## src/rtl/tt_pin_pkg.sv

```systemverilog
// Shared constants and FSM state type for the tile pin driver.
// Fixed pin map: ui = {mode, a}, uio = {cin, 0, b}.
package tt_pin_pkg;

  localparam logic [1:0] MODE_ADD   = 2'd0;
  localparam logic [1:0] MODE_LATCH = 2'd1;
  localparam logic [1:0] MODE_RSVD2 = 2'd2;
  localparam logic [1:0] MODE_RSVD3 = 2'd3;

  localparam int UI_CTRL_LSB = 6;
  localparam int UIO_CIN_BIT = 7;

  typedef enum logic [1:0] {
    ST_IDLE   = 2'd0,
    ST_SETTLE = 2'd1,
    ST_RESP   = 2'd2
  } state_e;

endpackage

```

## src/rtl/tt_drv_model.sv

```systemverilog
// Reference model of the tile: registers the expected output byte at request accept.
// Mode 1 (latch) is clock-phase dependent on the tile, so it is never checked.
module tt_drv_model
  import tt_pin_pkg::*;
#(
  parameter int WIRE = 6
) (
  input  logic            clk,
  input  logic            rst,
  input  logic            load_i,
  input  logic [1:0]      mode_i,
  input  logic [WIRE-1:0] a_i,
  input  logic [WIRE-1:0] b_i,
  input  logic            cin_i,
  output logic [7:0]      exp_o,
  output logic            chk_o
);

  logic [WIRE:0] sum_w;
  logic [7:0]    exp_q, exp_d;
  logic          chk_q, chk_d;

  assign sum_w = {1'b0, a_i} + {1'b0, b_i} + {{WIRE{1'b0}}, cin_i};

  always_comb begin
    exp_d = exp_q;
    chk_d = chk_q;
    if (load_i) begin
      exp_d = (mode_i == MODE_ADD) ? {1'b0, sum_w} : 8'h00;
      chk_d = (mode_i != MODE_LATCH);
    end
  end

  always_ff @(posedge clk) begin
    if (rst) begin
      exp_q <= 8'h00;
      chk_q <= 1'b0;
    end else begin
      exp_q <= exp_d;
      chk_q <= chk_d;
    end
  end

  assign exp_o = exp_q;
  assign chk_o = chk_q;

endmodule

```

## src/rtl/tt_pin_driver.sv

```systemverilog
// Host-side initiator for the muxed-pin tile: drives ui/uio, waits SETTLE cycles, samples uo.
// Optional reference check enabled by TT_PIN_DRIVER_CHECK_EN (drives rsp_err).
module tt_pin_driver
  import tt_pin_pkg::*;
#(
  parameter int WIRE   = 6,
  parameter int SETTLE = 2
) (
  input  logic            clk,
  input  logic            rst,
  input  logic            req_valid,
  output logic            req_ready,
  input  logic [1:0]      req_mode,
  input  logic [WIRE-1:0] req_a,
  input  logic [WIRE-1:0] req_b,
  input  logic            req_cin,
  output logic            rsp_valid,
  input  logic            rsp_ready,
  output logic [7:0]      rsp_data,
  output logic [1:0]      rsp_mode,
  output logic            rsp_err,
  output logic [7:0]      pin_ui,
  output logic [7:0]      pin_uio,
  input  logic [7:0]      pin_uo
);

  if (WIRE != 6) begin : g_bad_wire
    $error("tt_pin_driver: WIRE must be 6 to fit the fixed pin map");
  end
  if (SETTLE < 1 || SETTLE > 15) begin : g_bad_settle
    $error("tt_pin_driver: SETTLE must be in 1..15");
  end

  localparam logic [3:0] CNT_INIT = 4'(SETTLE - 1);

  state_e     state_q, state_d;
  logic [3:0] cnt_q, cnt_d;
  logic [7:0] pin_ui_q, pin_ui_d;
  logic [7:0] pin_uio_q, pin_uio_d;
  logic       rsp_valid_q, rsp_valid_d;
  logic [7:0] rsp_data_q, rsp_data_d;
  logic [1:0] rsp_mode_q, rsp_mode_d;
  logic       accept;

  assign req_ready = (state_q == ST_IDLE) && !rst;
  assign accept    = req_valid && req_ready;

`ifdef TT_PIN_DRIVER_CHECK_EN
  logic [7:0] model_exp;
  logic       model_chk;
  logic       rsp_err_q, rsp_err_d;

  tt_drv_model #(.WIRE(WIRE)) u_model (
    .clk    (clk),
    .rst    (rst),
    .load_i (accept),
    .mode_i (req_mode),
    .a_i    (req_a),
    .b_i    (req_b),
    .cin_i  (req_cin),
    .exp_o  (model_exp),
    .chk_o  (model_chk)
  );
`endif

  always_comb begin
    state_d     = state_q;
    cnt_d       = cnt_q;
    pin_ui_d    = pin_ui_q;
    pin_uio_d   = pin_uio_q;
    rsp_valid_d = rsp_valid_q;
    rsp_data_d  = rsp_data_q;
    rsp_mode_d  = rsp_mode_q;
`ifdef TT_PIN_DRIVER_CHECK_EN
    rsp_err_d   = rsp_err_q;
`endif
    unique case (state_q)
      ST_IDLE: begin
        if (accept) begin
          pin_ui_d                        = 8'h00;
          pin_ui_d[UI_CTRL_LSB +: 2]      = req_mode;
          pin_ui_d[WIRE-1:0]              = req_a;
          pin_uio_d                       = 8'h00;
          pin_uio_d[UIO_CIN_BIT]          = req_cin;
          pin_uio_d[WIRE-1:0]             = req_b;
          rsp_mode_d                      = req_mode;
          cnt_d                           = CNT_INIT;
          state_d                         = ST_SETTLE;
        end
      end
      ST_SETTLE: begin
        if (cnt_q != 4'd0) begin
          cnt_d = cnt_q - 4'd1;
        end else begin
          // Tile output is sampled raw, including phase-dependent latch mode.
          rsp_data_d  = pin_uo;
          rsp_valid_d = 1'b1;
`ifdef TT_PIN_DRIVER_CHECK_EN
          rsp_err_d   = model_chk && (pin_uo != model_exp);
`endif
          state_d     = ST_RESP;
        end
      end
      ST_RESP: begin
        if (rsp_valid_q && rsp_ready) begin
          rsp_valid_d = 1'b0;
          state_d     = ST_IDLE;
        end
      end
      default: state_d = ST_IDLE;
    endcase
  end

  always_ff @(posedge clk) begin
    if (rst) begin
      state_q     <= ST_IDLE;
      cnt_q       <= 4'd0;
      pin_ui_q    <= 8'h00;
      pin_uio_q   <= 8'h00;
      rsp_valid_q <= 1'b0;
      rsp_data_q  <= 8'h00;
      rsp_mode_q  <= 2'd0;
    end else begin
      state_q     <= state_d;
      cnt_q       <= cnt_d;
      pin_ui_q    <= pin_ui_d;
      pin_uio_q   <= pin_uio_d;
      rsp_valid_q <= rsp_valid_d;
      rsp_data_q  <= rsp_data_d;
      rsp_mode_q  <= rsp_mode_d;
    end
  end

`ifdef TT_PIN_DRIVER_CHECK_EN
  always_ff @(posedge clk) begin
    if (rst) rsp_err_q <= 1'b0;
    else     rsp_err_q <= rsp_err_d;
  end
  assign rsp_err = rsp_err_q;
`else
  assign rsp_err = 1'b0;
`endif

  assign pin_ui    = pin_ui_q;
  assign pin_uio   = pin_uio_q;
  assign rsp_valid = rsp_valid_q;
  assign rsp_data  = rsp_data_q;
  assign rsp_mode  = rsp_mode_q;

endmodule
```

## config.mk

```make
export PLATFORM = sky130hd
export DESIGN_NAME = tt_pin_driver
export DESIGN_NICKNAME = d
export VERILOG_FILES = /design/src/rtl/tt_pin_pkg.sv /design/src/rtl/tt_drv_model.sv /design/src/rtl/tt_pin_driver.sv
export SDC_FILE = /design/constraint.sdc
export NUM_CORES = 1
export LEC_CHECK = 0
export BUFFER_PORTS_ARGS = -buffer_cell sky130_fd_sc_hd__buf_2
export CAP_MARGIN = 40
export CORE_MARGIN = 2
export CORE_UTILIZATION = 50
export CTS_CLUSTER_DIAMETER = 60
export DETAILED_ROUTE_END_ITERATION = 10
export GPL_TIMING_DRIVEN = 0
export PLACE_DENSITY_LB_ADDON = 0.15
export RECOVER_POWER = 25
export SKIP_CTS_REPAIR_TIMING = 1
export SYNTH_ARGS = -nofsm -noshare
export SYNTH_HDL_FRONTEND = slang
export SYNTH_HIERARCHICAL = 1
export SYNTH_SLANG_ARGS = --single-unit
```

## constraint.sdc

```tcl
create_clock -name clk -period 3.2 [get_ports clk]
set_clock_uncertainty 0.15 [all_clocks]
set_input_delay 0.32 -clock clk [delete_from_list [all_inputs] [get_ports clk]]
set_output_delay 0.32 -clock clk [all_outputs]
set_load 0.01 [all_outputs]
```

* Word level (Yosys, flattened, before mapping)
Cells that the tools add are included. Widths: inputs -> output; s select.
Word-level totals: input bits 27, word-level logic and storage cells 38, output and inout bits 29, register bits after elaboration 32
Cells by class: eq/ne operators 6, reductions and logical operators 13, muxes and demuxes 10, add/subtract/negate cells 1, bitwise gates (word level) 1
Operators with widths (count):
- $reduce_and 3->1 | 3
- $mux 4 | 2
- $ne 2x2->1 const B | 4
- $pmux 4 s2 | 1
- $mux 2 | 3
- $pmux 2 s3 | 1
- $reduce_and 2->1 | 2
- $reduce_bool 2->1 | 2
- $reduce_bool 4->1 | 1
- $sub 4x1->4 const B | 1
- $logic_and 1x1->1 | 3
- $eq 2x1->1 const B | 1
- $eq 2x2->1 const B | 1
- $logic_not 2->1 | 1
- $mux 1 | 2
- $pmux 1 s2 | 1
- $logic_not 1->1 | 1
- $not 1->1 | 1

* Longest topological paths before layout
depth after elaboration 5, mapped depth 6, gate-level depth less buffers 5

* Worst setup path after synthesis
No wires, ideal clock.
kind reg-to-reg, start register cnt_q[0], end register rsp_data_q[0] (netlist: rsp_data[0]), setup time 131 ps, cell stages (with the launch flop) 6, arrival time 1377 ps, path buffers 0, required time 2919 ps, period minus slack after synthesis 1658 ps, slack 1542 ps, cells stage by stage dfxtp_1 inv_1 ha_1 or3b_2 nor2_1 o21ai_0
On the way: longest elaborated chain between the ends 3
RTL lines:
- start: declaration | RTL line tt_pin_driver.sv:37 | logic [3:0] cnt_q, cnt_d;
- start signal: assignment | RTL line tt_pin_driver.sv:125 | cnt_q <= cnt_d;
- $reduce_bool 4->1 | RTL line tt_pin_driver.sv:92 | if (cnt_q != 4'd0) begin
- $not 1->1 (no source line)
- $reduce_and 2->1 (no source line)
- end signal: assignment | RTL line tt_pin_driver.sv:129 | rsp_data_q <= rsp_data_d;
- end: declaration | RTL line tt_pin_driver.sv:41 | logic [7:0] rsp_data_q, rsp_data_d;
Every way passes these cells. A chain may end at the register's enable or synchronous reset.

* Final worst setup path
start register cnt_q[0], end register rsp_data_q[2] (netlist: rsp_data[2])
Same word-level chain as after synthesis.

==> results by group <==
Finish
  – Diode count: 0
  – Area taken by multi-input logic gates: 596 um2
  – Most common cell after layout, fill and taps aside: sky130_fd_sc_hd__buf_2
  – Area Growth Syn to Fin: 26.5%
  – Nets: 241
  – FF/Latch Area: 601 um2
  – Ratio of cells with drive above 1 in the final layout: 28.6%
  – Most frequent cells in the layout: sky130_fd_sc_hd__buf_2, sky130_fd_sc_hd__nand2_1, sky130_fd_sc_hd__dfxtp_1, sky130_fd_sc_hd__clkbuf_1, sky130_fd_sc_hd__a21oi_1
  – Fill cell total of the finished layout: 228

Timing
  – Setup TNS: 0 ns
  – Final period utilization: 60.7%
  – Unrepaired setup endpoints after global routing: false
  – Setup violators final: 0
  – Max-slew violations: 0
  – Number of hold violations in the final report: 0
  – Fmax: 515 MHz
  – PnR worst setup slack: 1.26 ns
  – Fin crit period: slightly below 2 ns

Placement
  – Placed wire-length estimate after detailed placement: between 2000 and 2500 um
  – GP Congestion: 0.777
  – Post-Place Worst Slack: 1.21 ns
  – Number of port buffers: 53

Power and ir drop
  – Clk pwr share: 25.5%
  – Worst VDD drop: 0.364 mV
  – LEAKAGE: 0.695 nW
  – Internal cell power: 0.000619 W
  – Sequential Power Share: 48.1%
  – Proportion of power drawn by combinational gates: 26.4%
  – P per Cell Area: 542 nW/um2
  – Switching portion of total power: 31.4%
  – Net load switching power: 0.000284 W

CTS
  – Clock root buffer: sky130_fd_sc_hd__clkbuf_4
  – Clock-pin slew on the worst setup and hold paths: ~0.090 ns
  – Total number of H-tree levels: 2
  – Clk buf depth: 2
  – Number of clock sinks seen by CTS: 30
  – Clk_lat worst skew: 0.32 ns
  – Clock tree from TritonCTS: done
  – CTS Buf Count: 5

Synth
  – Post-synth top flop: sky130_fd_sc_hd__dfxtp_1
  – Number of unique standard cell types used by synthesis: 32
  – Synthesis-stage register bit count: 30
  – Synthesized netlist cell count: 151
  – Post-synth EDFFs: 0
  – Synthesis warning total: 6
  – Seq/Total Area, Yosys: 45.6%
  – Mapped Avg Cell Area: 8.72 um2
  – Netlist area before placement: approximately 1300 um2
  – Share of flip-flops with an asynchronous set or reset after synthesis: 0%

Global route
  – Remaining global-route overflow: 0
  – Antenna violations before repair: 0
  – Pin count of the biggest net entering global routing: 11
  – Global-route usage over all layers: 20.3%
  – Via count of the first global-routing pass: 1179
  – Wire length of the first global-routing pass: 5010 um

Die
  – Die area: 3060 um2
  – Die Width: 55.3 um
  – Io pins: 56
  – Floorplan die height: between 50 and 60 um
  – Initial Utilization: 53.1%
  – Std cell rows: 18
  – Core region area: 2480 um2

Setup path
  – Maximum net fanout on the critical path: 8
  – Setup crit end kind: register
  – Data arrival time of the critical path: 1.98 ns
  – WP data required: 3.24 ns
  – Worst setup path class: reg2reg
  – Startpoint type of the worst setup path: register

Routing
  – Routed length per instance: about 12 um
  – Remaining number of nets flagged by the antenna check after routing: 0
  – Total iterations of the first detailed-routing run: 4
  – Number of vias in the routed layout: between 1000 and 1500
  – Routed WL: 2950 um
  – Detailed-route DRC error count: 0
  – Number of DRC markers after the initial detailed-route iteration: 25
  – Number of vias per cell: 5.12

Outcome
  – Result of the run: complete, no violations

Min path
  – Hold Path Class: in2reg

Run
  – Number of violations of the max-capacitance limit: 0
worst paths after layout:
path,start,end,slack (ns),depth (start not counted)
max reg2reg,cnt_q[0]$_SDFFE_PP0P_,rsp_data[2]$_SDFFE_PP0P_,1.26,5
min reg2reg,pin_ui[5]$_SDFFE_PP0P_,pin_ui[5]$_SDFFE_PP0P_,0.31,2
max,cnt_q[0]$_SDFFE_PP0P_,rsp_data[2]$_SDFFE_PP0P_,1.26,5
min,req_b[2],pin_uio[2]$_SDFFE_PP0P_,0.08,3
kinds of logic (layout without fill, tap and decap cells):
family / count (synthesis) / after routing / synth area share, %
simple gates: 65 / 65 / 28.2
compound gates: 34 / 34 / 14.5
flops: 30 / 30 / 45.6
buf+inv: 19 / 80 / 9.41
fa+ha+maj: 2 / 2 / 1.90
other cells: 1 / 2 / 0.285
synthesized netlist by cell type (2+ instances only):
| cell | instances | area (um2) |
|---|---|---|
| sky130_fd_sc_hd__buf_4 | 4 | 30.0 |
| sky130_fd_sc_hd__nand2b_1 | 9 | 56.3 |
| sky130_fd_sc_hd__buf_2 | 3 | 15.0 |
| sky130_fd_sc_hd__nor2_1 | 3 | 11.3 |
| sky130_fd_sc_hd__o21ai_0 | 8 | 40.0 |
| sky130_fd_sc_hd__nand2_1 | 31 | 116 |
| sky130_fd_sc_hd__ha_1 | 2 | 25.0 |
| sky130_fd_sc_hd__a21oi_1 | 18 | 90.1 |
| sky130_fd_sc_hd__nand3_1 | 3 | 15.0 |
| sky130_fd_sc_hd__inv_1 | 4 | 15.0 |
| sky130_fd_sc_hd__dfxtp_1 | 30 | 601 |
| sky130_fd_sc_hd__clkbuf_1 | 4 | 15.0 |
| sky130_fd_sc_hd__a31oi_1 | 2 | 12.5 |
| sky130_fd_sc_hd__buf_6 | 3 | 33.8 |
| sky130_fd_sc_hd__nand4b_1 | 9 | 78.8 |
| sky130_fd_sc_hd__a211oi_1 | 2 | 15.0 |
layer usage:
metal	share of wire (%)	global-route usage, %	vias up
met4	1.4	9.41	0
met3	7.0	6.32	5
met5	0	0	-
met2	49	34.9	49
met1	42	22.8	553
li1	-	-	637
stage by stage:
step	instance area, um2	hold WS [ns]	std cells	power [W]	utilization (%)
after floorplan	1320	0.306	152	0.000603	-
after global placement	1620	0.288	235	0.000676	65.5
after detailed placement	1620	0.296	235	0.000687	65.5
after CTS	1680	0.0635	243	0.000920	67.9
after global routing	1670	0.0644	243	0.000961	67.2
final	1670	0.0761	243	0.000903	67.2
state kept, by name, indices dropped and copies added, names as in the netlist:
| register | flops |
|---|---|
| pin_ui | 8 |
| rsp_data | 8 |
| pin_uio | 7 |
| cnt_q | 4 |
| state_q | 2 |
| rsp_valid | 1 |
worst max-delay path: stages (launching register included):
cell                      delay [ns]
sky130_fd_sc_hd__dfxtp_1        0.35
sky130_fd_sc_hd__inv_1          0.09
sky130_fd_sc_hd__ha_1           0.15
sky130_fd_sc_hd__or3b_2         0.50
sky130_fd_sc_hd__nor2_1         0.41
sky130_fd_sc_hd__o21ai_0        0.17
power by group through the flow:
stage	Clock (W)	Sequential, W	Combinational [W]
4_1_cts	0.000241	0.000434	0.000245
5_1_grt	0.000256	0.000439	0.000266
3_3_place_gp	0	0.000440	0.000237
3_5_place_dp	0	0.000442	0.000245
2_1_floorplan	0	0.000453	0.000149
6_report	0.000230	0.000434	0.000239
cell type report:
cell class	instances	area share, %
Buffer	15	6.54
Inverter	4	0.902
Clock buffer	7	3.31
Multi-Input combinational cell	103	35.8
Sequential cell	30	36.1
Timing Repair Buffer	53	14.9
Tap cell	30	2.25
Clock inverter	1	0.301
No activity file was read; power rests on OpenSTA's default activity.
